File: config.mk
export PLATFORM = sky130hd
export DESIGN_NAME = word_queue_flat
export DESIGN_NICKNAME = d
export VERILOG_FILES = /design/src/rtl/word_queue_if.sv /design/src/rtl/word_queue.sv /design/src/flat_wrapper.sv
export SDC_FILE = /design/constraint.sdc
export NUM_CORES = 1
export LEC_CHECK = 0
export ABC_CLOCK_PERIOD_IN_PS = 3800
export BUFFER_PORTS_ARGS = -buffer_cell sky130_fd_sc_hd__buf_2
export CORE_MARGIN = 2
export CORE_UTILIZATION = 39
export CTS_BUF_LIST = sky130_fd_sc_hd__clkbuf_16
export CTS_CLUSTER_DIAMETER = 30
export DETAILED_ROUTE_END_ITERATION = 10
export GPL_ROUTABILITY_DRIVEN = 1
export PLACE_DENSITY = 0.66
export SYNTH_ARGS = -nofsm -noshare
export SYNTH_HDL_FRONTEND = slang
export SYNTH_SLANG_ARGS = --single-unit
export TNS_END_PERCENT = 5
File: constraint.sdc
create_clock -name clk -period 3.8 [get_ports clk]
set_input_delay 0.19 -clock clk [delete_from_list [all_inputs] [get_ports clk]]
set_output_delay 0.19 -clock clk [all_outputs]
set_load 0.01 [all_outputs]
File: src/rtl/word_queue_if.sv
// word_queue_if: game-side bus of the word queue (advance request, ROM port, queue outputs)
interface word_queue_if #(
  parameter int LETTER_W = 5,
  parameter int LETTERS = 4,
  parameter int DEPTH = 100
);
  localparam int WORD_W = LETTER_W * LETTERS;
  localparam int ADDR_W = $clog2(DEPTH);
  logic word_complete;
  logic mode_seq;
  logic [WORD_W-1:0] lib_data;
  logic [ADDR_W-1:0] lib_addr;
  logic [WORD_W-1:0] current_word;
  logic [WORD_W-1:0] next_word;
  logic ready;
  logic [15:0] words_delivered;
  modport master (
    output word_complete, mode_seq, lib_data,
    input  lib_addr, current_word, next_word, ready, words_delivered
  );
  modport slave (
    input  word_complete, mode_seq, lib_data,
    output lib_addr, current_word, next_word, ready, words_delivered
  );
endinterface

File: src/rtl/word_queue.sv
// word_queue: lookahead queue of target words fetched from a synchronous word ROM
module word_queue #(
  parameter int LETTER_W = 5,
  parameter int LETTERS = 4,
  parameter int DEPTH = 100,
  parameter int LOOKAHEAD = 2,
  parameter logic [15:0] SEED = 16'hACE1,
  parameter bit NO_REPEAT = 1'b1
) (
  input logic clk,
  input logic reset,
  word_queue_if.slave bus
);
  localparam int WORD_W = LETTER_W * LETTERS;
  localparam int ADDR_W = $clog2(DEPTH);
  localparam int SLOTS = LOOKAHEAD + 1;
  localparam int IW = $clog2(SLOTS);
  typedef enum logic [1:0] {IDLE, SELECT, WAIT, CAPTURE} state_t;
  state_t state, state_n;
  logic [WORD_W-1:0] slot [SLOTS];
  logic [SLOTS-1:0] valid, valid_set;
  logic [IW-1:0] fill;
  logic [15:0] lfsr, cnt;
  logic [ADDR_W-1:0] last_idx, cand, addr;
  logic wc_q, pending, ready_q, adv, do_adv, accept;
  always_comb begin
    adv = bus.word_complete & ~wc_q;
    do_adv = (adv | pending) & ready_q & (state == IDLE);
    cand = bus.mode_seq ? ((last_idx == ADDR_W'(DEPTH - 1)) ? '0 : last_idx + ADDR_W'(1))
                        : lfsr[ADDR_W-1:0];
    accept = bus.mode_seq | ((32'(cand) < DEPTH) & ~(NO_REPEAT & (cand == last_idx)));
  end
  // Refill always targets the lowest empty slot so the initial fill runs head to tail.
  always_comb begin
    fill = '0;
    for (int i = SLOTS - 1; i >= 0; i--) if (!valid[i]) fill = IW'(i);
    valid_set = valid;
    valid_set[fill] = 1'b1;
  end
  always_comb begin
    state_n = state;
    if (state == SELECT && accept) state_n = WAIT;
    if (state == WAIT) state_n = CAPTURE;
    if (state == CAPTURE) state_n = (&valid_set) ? IDLE : SELECT;
    if (do_adv) state_n = SELECT;
  end
  always_ff @(posedge clk or posedge reset)
    if (reset) begin
      state <= SELECT;
      lfsr <= SEED;
      last_idx <= ADDR_W'(DEPTH - 1);
      addr <= '0;
      wc_q <= 1'b0;
      pending <= 1'b0;
      ready_q <= 1'b0;
      valid <= '0;
      cnt <= '0;
      for (int i = 0; i < SLOTS; i++) slot[i] <= '0;
    end else begin
      state <= state_n;
      lfsr <= {lfsr[14:0], lfsr[15] ^ lfsr[13] ^ lfsr[12] ^ lfsr[10]};
      wc_q <= bus.word_complete;
      if (state == SELECT && accept) begin
        addr <= cand;
        last_idx <= cand;
      end
      if (state == CAPTURE) begin
        slot[fill] <= bus.lib_data;
        valid[fill] <= 1'b1;
        ready_q <= &valid_set;
      end
      if (do_adv) begin
        for (int i = 0; i < LOOKAHEAD; i++) slot[i] <= slot[i+1];
        valid[LOOKAHEAD] <= 1'b0;
        ready_q <= 1'b0;
        cnt <= cnt + 16'd1;
        pending <= 1'b0;
      end else if (adv) pending <= 1'b1;
    end
  assign bus.lib_addr = addr;
  assign bus.current_word = slot[0];
  assign bus.next_word = slot[1];
  assign bus.ready = ready_q;
  assign bus.words_delivered = cnt;
endmodule
File: src/flat_wrapper.sv
// flat-port wrapper written by rule: the top's interface ports become plain ports
module word_queue_flat 
#(
  parameter int LETTER_W = 5,
  parameter int LETTERS = 4,
  parameter int DEPTH = 100,
  parameter int LOOKAHEAD = 2,
  parameter logic [15:0] SEED = 16'hACE1,
  parameter bit NO_REPEAT = 1'b1
)
  (clk, reset, bus_word_complete, bus_mode_seq, bus_lib_data, bus_lib_addr, bus_current_word, bus_next_word, bus_ready, bus_words_delivered);
  word_queue_if #(.LETTER_W(LETTER_W), .LETTERS(LETTERS), .DEPTH(DEPTH)) bus_i ();
  input logic clk;
  input logic reset;
  input wire logic [$bits(bus_i.word_complete)-1:0] bus_word_complete;
  input wire logic [$bits(bus_i.mode_seq)-1:0] bus_mode_seq;
  input wire logic [$bits(bus_i.lib_data)-1:0] bus_lib_data;
  output wire logic [$bits(bus_i.lib_addr)-1:0] bus_lib_addr;
  output wire logic [$bits(bus_i.current_word)-1:0] bus_current_word;
  output wire logic [$bits(bus_i.next_word)-1:0] bus_next_word;
  output wire logic [$bits(bus_i.ready)-1:0] bus_ready;
  output wire logic [$bits(bus_i.words_delivered)-1:0] bus_words_delivered;
  assign bus_i.word_complete = bus_word_complete;
  assign bus_i.mode_seq = bus_mode_seq;
  assign bus_i.lib_data = bus_lib_data;
  assign bus_lib_addr = bus_i.lib_addr;
  assign bus_current_word = bus_i.current_word;
  assign bus_next_word = bus_i.next_word;
  assign bus_ready = bus_i.ready;
  assign bus_words_delivered = bus_i.words_delivered;
  word_queue #(.LETTER_W(LETTER_W), .LETTERS(LETTERS), .DEPTH(DEPTH), .LOOKAHEAD(LOOKAHEAD), .SEED(SEED), .NO_REPEAT(NO_REPEAT)) u_core (.clk(clk), .reset(reset), .bus(bus_i));
endmodule
### Yosys cells after proc, flatten, opt, wreduce, memory -nomap -nowiden

Index checks and enable logic that the tools add are counted.

* word-level logic and storage cells: 69
* register bits: 114

* equal/unequal tests: 5
* add/sub/neg operators: 2
* reductions and logical operators: 8
* bitwise logic cells: 13
* magnitude comparators: 5
* muxes and demuxes: 23

Operators with widths (number)
* bitwise mux 60 bit: 1
* two-way mux 60 bit: 1
* demux 20 bit (select 2 bit): 1
* two-way mux 40 bit: 1
* two-way mux 20 bit: 1
* adder 16 x 1 -> 16 bit (second input constant): 1
* two-way mux 2 bit: 7
* two-way mux 7 bit: 2
* adder 7 x 1 -> 7 bit (second input constant): 1
* == test 7 bit: 1
* == test 7 bit (second input constant): 1
* less-than comparator 7 bit (second input constant): 1
* two-way mux 1 bit: 7
* bitwise AND 1 bit: 4
* == test 2 bit (second input constant): 2
* nonzero test 2 bit: 2
* nonzero test 4 bit: 1
* greater-or-equal comparator 3 bit (second input constant): 1
* logical AND 1 bit: 3
* less-than comparator 2 x 3 -> 1 bit (second input constant): 1
* less-than comparator 3 x 1 -> 1 bit (second input constant): 1
* two-way mux 3 bit: 1
* inverter 2 -> 3 bit: 1
* OR 3 bit: 1
* other kinds (8): 12

### Logic depth before layout (Yosys ltp)

Gate-level depths: netlist of run 1.

* depth after elaboration: 12
* gate-level depth with buffers: 8

### Worst setup path before layout of run 1

No wires, ideal clock.

* kind: register -> register
* start: register u_core.last_idx[0]
* end: register u_core.addr[0], in the netlist u_core.bus.lib_addr[0]
* setup slack: 1.655 ns
* stages on the path, launching flop included: 8
* library setup time: 0.067 ns
* data arrival time: 2.079 ns
* cells stage by stage: dfstp_2 -> ha_1 -> nand3_1 -> xnor2_1 -> mux2i_1 -> nand3_1 -> a2111oi_4 -> a221o_1

* cells in the longest elaborated chain, start to end: 8
* elaborated cells between the ends (all ways): 10

RTL lines
* start: declaration: RTL line word_queue.sv:24 `logic [ADDR_W-1:0] last_idx, cand, addr;`
* start signal: assignment: RTL line word_queue.sv:51 `last_idx <= ADDR_W'(DEPTH - 1);`
* start signal: assignment: RTL line word_queue.sv:65 `last_idx <= cand;`
* parallel branches: the longest is 8 deep, another holds adder 7 x 1 -> 7 bit
* end signal: assignment: RTL line word_queue.sv:64 `addr <= cand;`
* end: declaration: RTL line word_queue.sv:24

Parallel ways; which one is timed is not known.
A chain may end at the register's enable or synchronous reset.

### Worst setup path after layout of run 1

* start: register u_core.last_idx[0]
* end: register u_core.addr[1], in the netlist u_core.bus.lib_addr[1]

Same word-level chain as after synthesis.

==> impl_metrics.sql, run 1 <==
INSERT INTO impl_metrics (metric_group, metric, value, unit) VALUES
('sta', 'worst_slew_margin', '37.8', '%'),
('sta', 'setup_viol', '0', ''),
('floorplanning', 'num_rows', '41', ''),
('logic_synthesis', 'synth_top_cell_by_area', 'sky130_fd_sc_hd__dfrtp_1', ''),
('power_and_ir_drop', 'post-layout-total-power', '0.00413', 'W'),
('cts', 'htree_num_levels', '3', ''),
('sta', 'rsz0062_at_grt', 'no', ''),
('logic_synthesis', 'synth_warnings', '0', ''),
('global_route', 'number_of_antenna_violations_at_the_first_check_in_global_routing', '0', ''),
('logic_synthesis', 'synth-edff-count', '0', ''),
('critical_path', 'critical-path-slowest-cell', 'sky130_fd_sc_hd__dfstp_2', ''),
('placement', 'gp_routability_congestion', '0.874', ''),
('critical_path', 'critical_path_arrival', '2.74', 'ns'),
('cts', 'tritoncts', 'done', ''),
('logic_synthesis', 'synth.area.top_cells', 'sky130_fd_sc_hd__dfrtp_1, sky130_fd_sc_hd__nand2_1, sky130_fd_sc_hd__dfstp_2, sky130_fd_sc_hd__buf_4, sky130_fd_sc_hd__a22oi_1', ''),
('critical_path', 'end_kind', 'flop', ''),
('cells_and_area', 'layout.nets', '533', ''),
('cts', 'cts_buffer_depth', '2', ''),
('logic_synthesis', 'synth_cell_types', '49', ''),
('sta', 'worst_pin_slew', '0.932', 'ns'),
('cts', 'cts-resized-gates', '0', ''),
('sta', 'hold_violations', '0', ''),
('cts', 'clock_edge_transition_at_the_registers_on_the_reported_setup_and_hold_paths', '0.07', 'ns'),
('logic_synthesis', 'synth_seq_cells', '111', ''),
('detailed_routing', 'vias_per_cell', '5.05', ''),
('floorplanning', 'dieWidth', '118', 'um'),
('critical_path', 'crit_chain', 'ha_1, nand4_1, a31oi_1, nand3_1, a2111oi_4, a221o_1', ''),
('floorplanning', 'die_h', '118', 'um'),
('global_route', 'globalRouteTotalUtil', '15.6', '%'),
('logic_synthesis', 'postSynthNetCount', '492', ''),
('global_route', 'first_pass_grt_wire_length', '17.6', 'mm'),
('global_route', 'overflow', '0', ''),
('critical_path', 'worstPathMaxFanout', '7', ''),
('status', 'status', 'complete, no violations', ''),
('critical_path', 'reg2regPathDepth', '6', ''),
('global_route', 'largest_net_degree_at_the_start_of_global_routing', '78', ''),
('logic_synthesis', 'synth_top_area_share', '48.5', '%'),
('cts', 'cts_num_sinks', '111', ''),
('cts', 'cts_inserted_buffers', '9', ''),
('power_and_ir_drop', 'powerDensity', '732', 'nW/um^2'),
('cells_and_area', 'layout-area-overhead-vs-synth', '11.7', '%'),
('power_and_ir_drop', 'vdd.ir_drop.worst', '0.000367', 'V'),
('cts', 'clkLatencyLatePin', '0.35', 'ns'),
('sta', 'skew', '0.00818', 'ns'),
('logic_synthesis', 'synth.cells.most_frequent', 'sky130_fd_sc_hd__dfrtp_1, sky130_fd_sc_hd__nand2_1, sky130_fd_sc_hd__buf_4, sky130_fd_sc_hd__a22oi_1, sky130_fd_sc_hd__mux2_2', ''),
('power_and_ir_drop', 'power.leakage', '2.76', 'nW'),
('global_route', 'first_global_vias', '3565', ''),
('detailed_routing', 'drt_pre_antenna_iters', '4', ''),
('placement', 'portBuffers', '87', ''),
('detailed_routing', 'final_antenna_net_count', '0', ''),
('cells_and_area', 'finish.utilization', '44.7', '%'),
('sta', 'finalSetupTns', '0', 'ns'),
('logic_synthesis', 'synthesis.instances', '466', ''),
('detailed_routing', 'detail_route.drc_violations', '0', ''),
('cells_and_area', 'fill_count', '1221', ''),
('logic_synthesis', 'syn-mean-instance-area', '10.8', 'sq um'),
('logic_synthesis', 'synth.yosys.seq_area_share', '55.3', '%'),
('floorplanning', 'die_area', '13900', 'sq um'),
('logic_synthesis', 'synth-main-ff-cell', 'sky130_fd_sc_hd__dfrtp_1', ''),
('floorplanning', 'core_area', '12600', 'sq um'),
('cts', 'cts_post_setup_buffers_inserted', '0', ''),
('sta', 'layout_worst_path_cycle_share', '64.7', '%'),
('sta', 'timing.final.max_slew_violations', '0', ''),
('worst_hold_path', 'worst_hold_path_type', 'in -> async', ''),
('cts', 'ctsRootBufferMaster', 'sky130_fd_sc_hd__clkbuf_16', ''),
('critical_path', 'cpPeakStageDelay', '0.59', 'ns'),
('logic_synthesis', 'synth_async_sr_flop_share', '100', '%'),
('cells_and_area', 'drive_gt1_share', '29.9', '%'),
('detailed_routing', 'dr.first_iter.drc_count', '204', ''),
('critical_path', 'worst_setup_path_start_kind', 'flop', ''),
('sta', 'max_freq', '407', 'MHz');
-- cell families after synthesis --
group / after synthesis / synth area share [%]
buffers and inverters: 73 / 8.81
and+or+nand+nor: 155 / 13.7
DFF: 111 / 55.3
muxes: 26 / 5.72
adders and majority gates: 2 / 0.495
AOI/OAI and AO/OA: 74 / 11.6
xor gates and xnor gates: 25 / 4.33
-- per-layer routing --
metal  track usage (%)  wire length, um  up-vias
li1                  -                -     1647
met1              20.3             4770     1720
met2              25.8             5010       71
met3              4.26              416        8
met4              4.07               96        0
met5                 0                0        -
-- layout by cell type (no fill, tap or decap), types with 2 or more instances in the layout --
| master | instances |
|---|---|
| sky130_fd_sc_hd__dfrtp_1 | 98 |
| sky130_fd_sc_hd__nand2_1 | 96 |
| sky130_fd_sc_hd__buf_2 | 87 |
| sky130_fd_sc_hd__a22oi_1 | 41 |
| sky130_fd_sc_hd__mux2_2 | 21 |
| sky130_fd_sc_hd__xnor2_1 | 16 |
| sky130_fd_sc_hd__nor2_1 | 15 |
| sky130_fd_sc_hd__dfstp_2 | 13 |
| sky130_fd_sc_hd__nand3_1 | 10 |
| sky130_fd_sc_hd__xor2_1 | 9 |
| sky130_fd_sc_hd__clkbuf_16 | 9 |
| sky130_fd_sc_hd__nand4_1 | 8 |
| sky130_fd_sc_hd__inv_1 | 8 |
| sky130_fd_sc_hd__o21ai_0 | 8 |
| sky130_fd_sc_hd__a221o_1 | 7 |
| sky130_fd_sc_hd__buf_4 | 7 |
| sky130_fd_sc_hd__nand2b_1 | 6 |
| sky130_fd_sc_hd__and3_1 | 4 |
| sky130_fd_sc_hd__nor2b_1 | 3 |
| sky130_fd_sc_hd__mux2i_1 | 3 |
| sky130_fd_sc_hd__a21oi_1 | 3 |
| sky130_fd_sc_hd__nor3_1 | 2 |
| sky130_fd_sc_hd__mux2_1 | 2 |
| sky130_fd_sc_hd__ha_1 | 2 |
| sky130_fd_sc_hd__clkinv_1 | 2 |
-- report_power, final --
group / internal (W) / switching, W / total [W]
Combinational: 0.000602 / 0.000765 / 0.00137
Clock: 0.000500 / 0.000408 / 0.000908
Sequential: 0.00157 / 0.000289 / 0.00186
Total: 0.00267 / 0.00146 / 0.00413
-- worst paths after layout --
path / from / slack (ns) / to
max in group asynchronous: reset / 2.78 / u_core.bus.next_word[10]
worst max-delay path: u_core.last_idx[0] / 1.34 / u_core.bus.lib_addr[1]
worst min-delay path: reset / 0.04 / u_core.bus.next_word[0]
worst min register to register: u_core.lfsr[8] / 0.35 / u_core.lfsr[9]
min in group clk: bus_lib_data[11] / 0.08 / u_core.bus.current_word[11]
worst max register to register: u_core.last_idx[0] / 1.34 / u_core.bus.lib_addr[1]
-- critical path: cells and delay by family, from the launching register on --
| kind | cells | cell delay, ns |
|---|---|---|
| AND/OR/NAND/NOR | 2 | 0.41 |
| AO/OA/AOI/OAI | 3 | 1.11 |
| flip-flops | 1 | 0.59 |
| adder cells (fa/ha/maj) | 1 | 0.28 |
-- timing repair --
item,CTS,global route
endpoints found under the setup margin,0,0
hold buffers,1,0
hold endpoints to repair,1,0
-- per-stage QoR --
stage / worst slack (ns) / hold slack (ns) / instance area [sq um] / std cells
after global routing: 1.11 / 0.0821 / 5640 / 683
final: 1.34 / 0.0408 / 5640 / 683
after global placement: 1.48 / 0.334 / 5360 / 667
after floorplan: 0.701 / 0.221 / 5050 / 466
after CTS: 1.35 / 0.0733 / 5640 / 683
after detailed placement: 1.37 / 0.323 / 5360 / 667
-- flip-flops by register name, summed over array words and instances (netlist names), 2 cells and up --
| name | flops |
|---|---|
| u_core.bus.next_word | 20 |
| u_core.lfsr | 16 |
| u_core.last_idx | 4 |
| u_core.bus.lib_addr | 7 |
| u_core.valid | 3 |
| u_core.slot | 20 |
| u_core.state | 2 |
| u_core.bus.current_word | 20 |
| u_core.bus.words_delivered | 16 |
-- final cells by class --
type                       count  area, sq um  share of cell area (%)
clock inverter                 6         53.8                   0.953
multi-input combinational    282         1830                    32.3
inverter                       8         32.5                   0.576
timing repair buffer          95          498                    8.82
sequential                   111         2790                    49.5
tap                          172          215                    3.81
clock buffer                   9          225                    3.99
Note: power is estimated with default switching activity, not from simulation.
==> inputs of run 2 (changes only) <==
--- a/config.mk
+++ b/config.mk
@@ -5,7 +5,7 @@
 export SDC_FILE = /design/constraint.sdc
 export NUM_CORES = 1
 export LEC_CHECK = 0
-export ABC_CLOCK_PERIOD_IN_PS = 3800
+export ABC_CLOCK_PERIOD_IN_PS = 2500
 export BUFFER_PORTS_ARGS = -buffer_cell sky130_fd_sc_hd__buf_2
 export CORE_MARGIN = 2
 export CORE_UTILIZATION = 39
==> constraint.sdc (replaced) <==
create_clock -name clk -period 2.5 [get_ports clk]
set_input_delay 0.125 -clock clk [delete_from_list [all_inputs] [get_ports clk]]
set_output_delay 0.125 -clock clk [all_outputs]
set_load 0.01 [all_outputs]
==> run 2 against run 1 <==
Effect of this change:
- sequential cell count unchanged
- clock-buffer cell count unchanged
- global-route usage increased by 0.45 points
- critical path depth increased by 2
- critical path type unchanged
- combinational power increased by 53%
- clock power increased by 65%
- routed wire length increased by 3.0%
- fmax increased by 5.4%
- clock skew decreased by 0.00083 ns
- critical endpoint is now u_core.bus.lib_addr[6]
- final cell count increased by 0.44%
- sequential power increased by 52%
- via count increased by 2.3%
==> impl_metrics.sql, run 2 (synthesis gave the netlist of run 1 again) <==
INSERT INTO impl_metrics (metric_group, metric, value, unit) VALUES
('cells_and_area', 'layout.cells.most_common_list', 'sky130_fd_sc_hd__dfrtp_1, sky130_fd_sc_hd__nand2_1, sky130_fd_sc_hd__buf_2', ''),
('cells_and_area', 'layout_commonest_cell', 'sky130_fd_sc_hd__dfrtp_1', ''),
('detailed_routing', 'final_antenna_net_count', '0', ''),
('global_route', 'overflow', '0', ''),
('sta', 'rsz0062_at_grt', 'no', ''),
('cells_and_area', 'drive_gt1_share', '31.3', '%'),
('detailed_routing', 'route.detailed.wl_per_inst', '15.4', 'um'),
('critical_path', 'reg2regPathDepth', '8', ''),
('placement', 'gp_routability_congestion', '0.828', ''),
('detailed_routing', 'detailroute.via_count', '3526', ''),
('critical_path', 'worstReg2RegStart', 'u_core.last_idx[0]', ''),
('cells_and_area', 'layout.nets', '535', ''),
('sta', 'setup_viol', '0', ''),
('power_and_ir_drop', 'powerDensity', '1120', 'nW/um^2'),
('critical_path', 'worstSetupPathType', 'reg -> reg', ''),
('floorplanning', 'die_h', '118', 'um'),
('sta', 'timing.final.max_slew_violations', '0', ''),
('cts', 'cts_num_sinks', '111', ''),
('cells_and_area', 'layout-area-overhead-vs-synth', '13.4', '%'),
('sta', 'worst_pin_slew', '1.02', 'ns'),
('detailed_routing', 'drt_pre_antenna_iters', '5', ''),
('worst_hold_path', 'holdPathEnd', 'u_core.bus.current_word[1]', ''),
('global_route', 'number_of_antenna_violations_at_the_first_check_in_global_routing', '0', ''),
('detailed_routing', 'routed_wirelength', '10.6', 'mm'),
('global_route', 'first_global_vias', '3627', ''),
('power_and_ir_drop', 'post-layout-total-power', '0.00642', 'W'),
('cts', 'cts_inserted_buffers', '9', ''),
('sta', 'skew', '0.00735', 'ns'),
('global_route', 'globalRouteTotalUtil', '16.1', '%'),
('cts', 'htree_num_levels', '3', ''),
('sta', 'worst_slew_margin', '32.2', '%'),
('floorplanning', 'core_area', '12600', 'sq um'),
('sta', 'hold_violations', '0', ''),
('cts', 'tritoncts', 'done', ''),
('detailed_routing', 'vias_per_cell', '5.14', ''),
('power_and_ir_drop', 'power.leakage', '2.80', 'nW'),
('sta', 'finalSetupTns', '0', 'ns'),
('critical_path', 'r2r_slack', '0.17', 'ns'),
('global_route', 'largest_net_degree_at_the_start_of_global_routing', '43', ''),
('cts', 'cts_buffer_depth', '2', ''),
('floorplanning', 'floorplan.initialDensity', '40.0', '%'),
('critical_path', 'worstPathMaxFanout', '7', ''),
('floorplanning', 'num_rows', '41', ''),
('floorplanning', 'ioPinCount', '88', ''),
('cells_and_area', 'num_antenna_cells', '0', ''),
('worst_hold_path', 'min_path_cells', '3', ''),
('worst_hold_path', 'worst_hold_path_type', 'in -> reg', ''),
('cts', 'clkLatencyLatePin', '0.34', 'ns'),
('critical_path', 'end_kind', 'flop', ''),
('sta', 'period_needed', '2.33', 'ns'),
('floorplanning', 'dieWidth', '118', 'um'),
('cts', 'clock_edge_transition_at_the_registers_on_the_reported_setup_and_hold_paths', '0.07', 'ns'),
('power_and_ir_drop', 'vdd.ir_drop.worst', '0.000494', 'V'),
('sta', 'layout_worst_path_cycle_share', '93.3', '%'),
('global_route', 'first_pass_grt_wire_length', '18.2', 'mm'),
('run', 'drv_cap', '0', ''),
('status', 'status', 'complete, no violations', ''),
('critical_path', 'worstReg2RegEnd', 'u_core.bus.lib_addr[6]', ''),
('sta', 'max_freq', '429', 'MHz'),
('placement', 'hpwlAfterDp', '7.04', 'mm'),
('placement', 'portBuffers', '87', ''),
('detailed_routing', 'dr.first_iter.drc_count', '236', ''),
('critical_path', 'worst_setup_path_start_kind', 'flop', ''),
('floorplanning', 'die_area', '13900', 'sq um'),
('critical_path', 'critical_path_arrival', '2.60', 'ns'),
('cts', 'ctsRootBufferMaster', 'sky130_fd_sc_hd__clkbuf_16', ''),
('critical_path', 'critical_path_required', '2.77', 'ns'),
('worst_hold_path', 'worstHoldStart', 'bus_lib_data[1]', ''),
('detailed_routing', 'detail_route.drc_violations', '0', '');
==> run 2: cell count changes in the layout (fill, tap and decap cells not counted), sizes merged <==
cell         previous run  this run
buf                    94        95
bufinv                  1         2
clkinv                  3         5
dlygate4sd3             1         2
inv                     9         7
==> run 2: layout make-up <==
type,instances,area (sq um)
clock buffer,9,225
clock inverter,7,87.6
fill,1218,6890
inverter,8,33.8
multi-input combinational,282,1840
sequential,111,2790
tap,172,215
timing repair buffer,97,541
==> run 2: worst max-delay path by stage <==
stage          cells after the start                     end                from
2_1_floorplan                      7  u_core.bus.lib_addr[0]  u_core.last_idx[0]
3_3_place_gp                       7  u_core.bus.lib_addr[1]  u_core.last_idx[0]
3_5_place_dp                       7  u_core.bus.lib_addr[1]  u_core.last_idx[0]
4_1_cts                            7  u_core.bus.lib_addr[1]  u_core.last_idx[0]
5_1_grt                            8  u_core.bus.lib_addr[6]  u_core.last_idx[1]
6_report                           8  u_core.bus.lib_addr[6]  u_core.last_idx[0]
==> run 2: worst max-delay path, stage by stage (launching register included) <==
cell and delay (ns):
sky130_fd_sc_hd__dfstp_2 0.60, sky130_fd_sc_hd__ha_2 0.26, sky130_fd_sc_hd__nand3_1 0.11, sky130_fd_sc_hd__xnor2_1 0.16, sky130_fd_sc_hd__mux2i_2 0.23, sky130_fd_sc_hd__nand3_1 0.19, sky130_fd_sc_hd__a2111oi_4 0.37, sky130_fd_sc_hd__buf_4 0.20
sky130_fd_sc_hd__a221o_1 0.15
==> run 2: what timing repair did <==
action,CTS,global route
endpoints found under the setup margin,0,9
hold buffers,2,0
hold endpoints to repair,28,0
gates resized for setup,0,2
setup buffers,0,1
==> run 2: report_power, final <==
| part | internal (W) | total (W) | switching, W |
|---|---|---|---|
| clock network | 0.000872 | 0.00150 | 0.000628 |
| registers | 0.00238 | 0.00283 | 0.000444 |
| logic | 0.000918 | 0.00209 | 0.00118 |
==> run 2: metrics by stage <==
| step | util [%] | setup slack, ns | area [sq um] | hold WS [ns] | instances |
|---|---|---|---|---|---|
| detailed placement | 42.7 | 0.0774 | 5390 | 0.276 | 667 |
| floorplan | - | 0.355 | 5060 | 0.156 | 466 |
| finish | 45.4 | 0.167 | 5730 | 0.0270 | 686 |
| CTS | 45.3 | 0.0511 | 5720 | 0.0159 | 685 |
| global route | 45.4 | 0.0323 | 5730 | 0.0302 | 686 |
| global placement | 42.7 | 0.153 | 5390 | 0.278 | 667 |
==> run 2: layer usage <==
layer	part of all wire [%]	up-vias	GRT usage, %
li1	-	1651	-
met1	46	1791	21.4
met2	49	71	26.6
met3	3.6	13	2.66
met4	1.4	0	5.57
met5	0	-	0
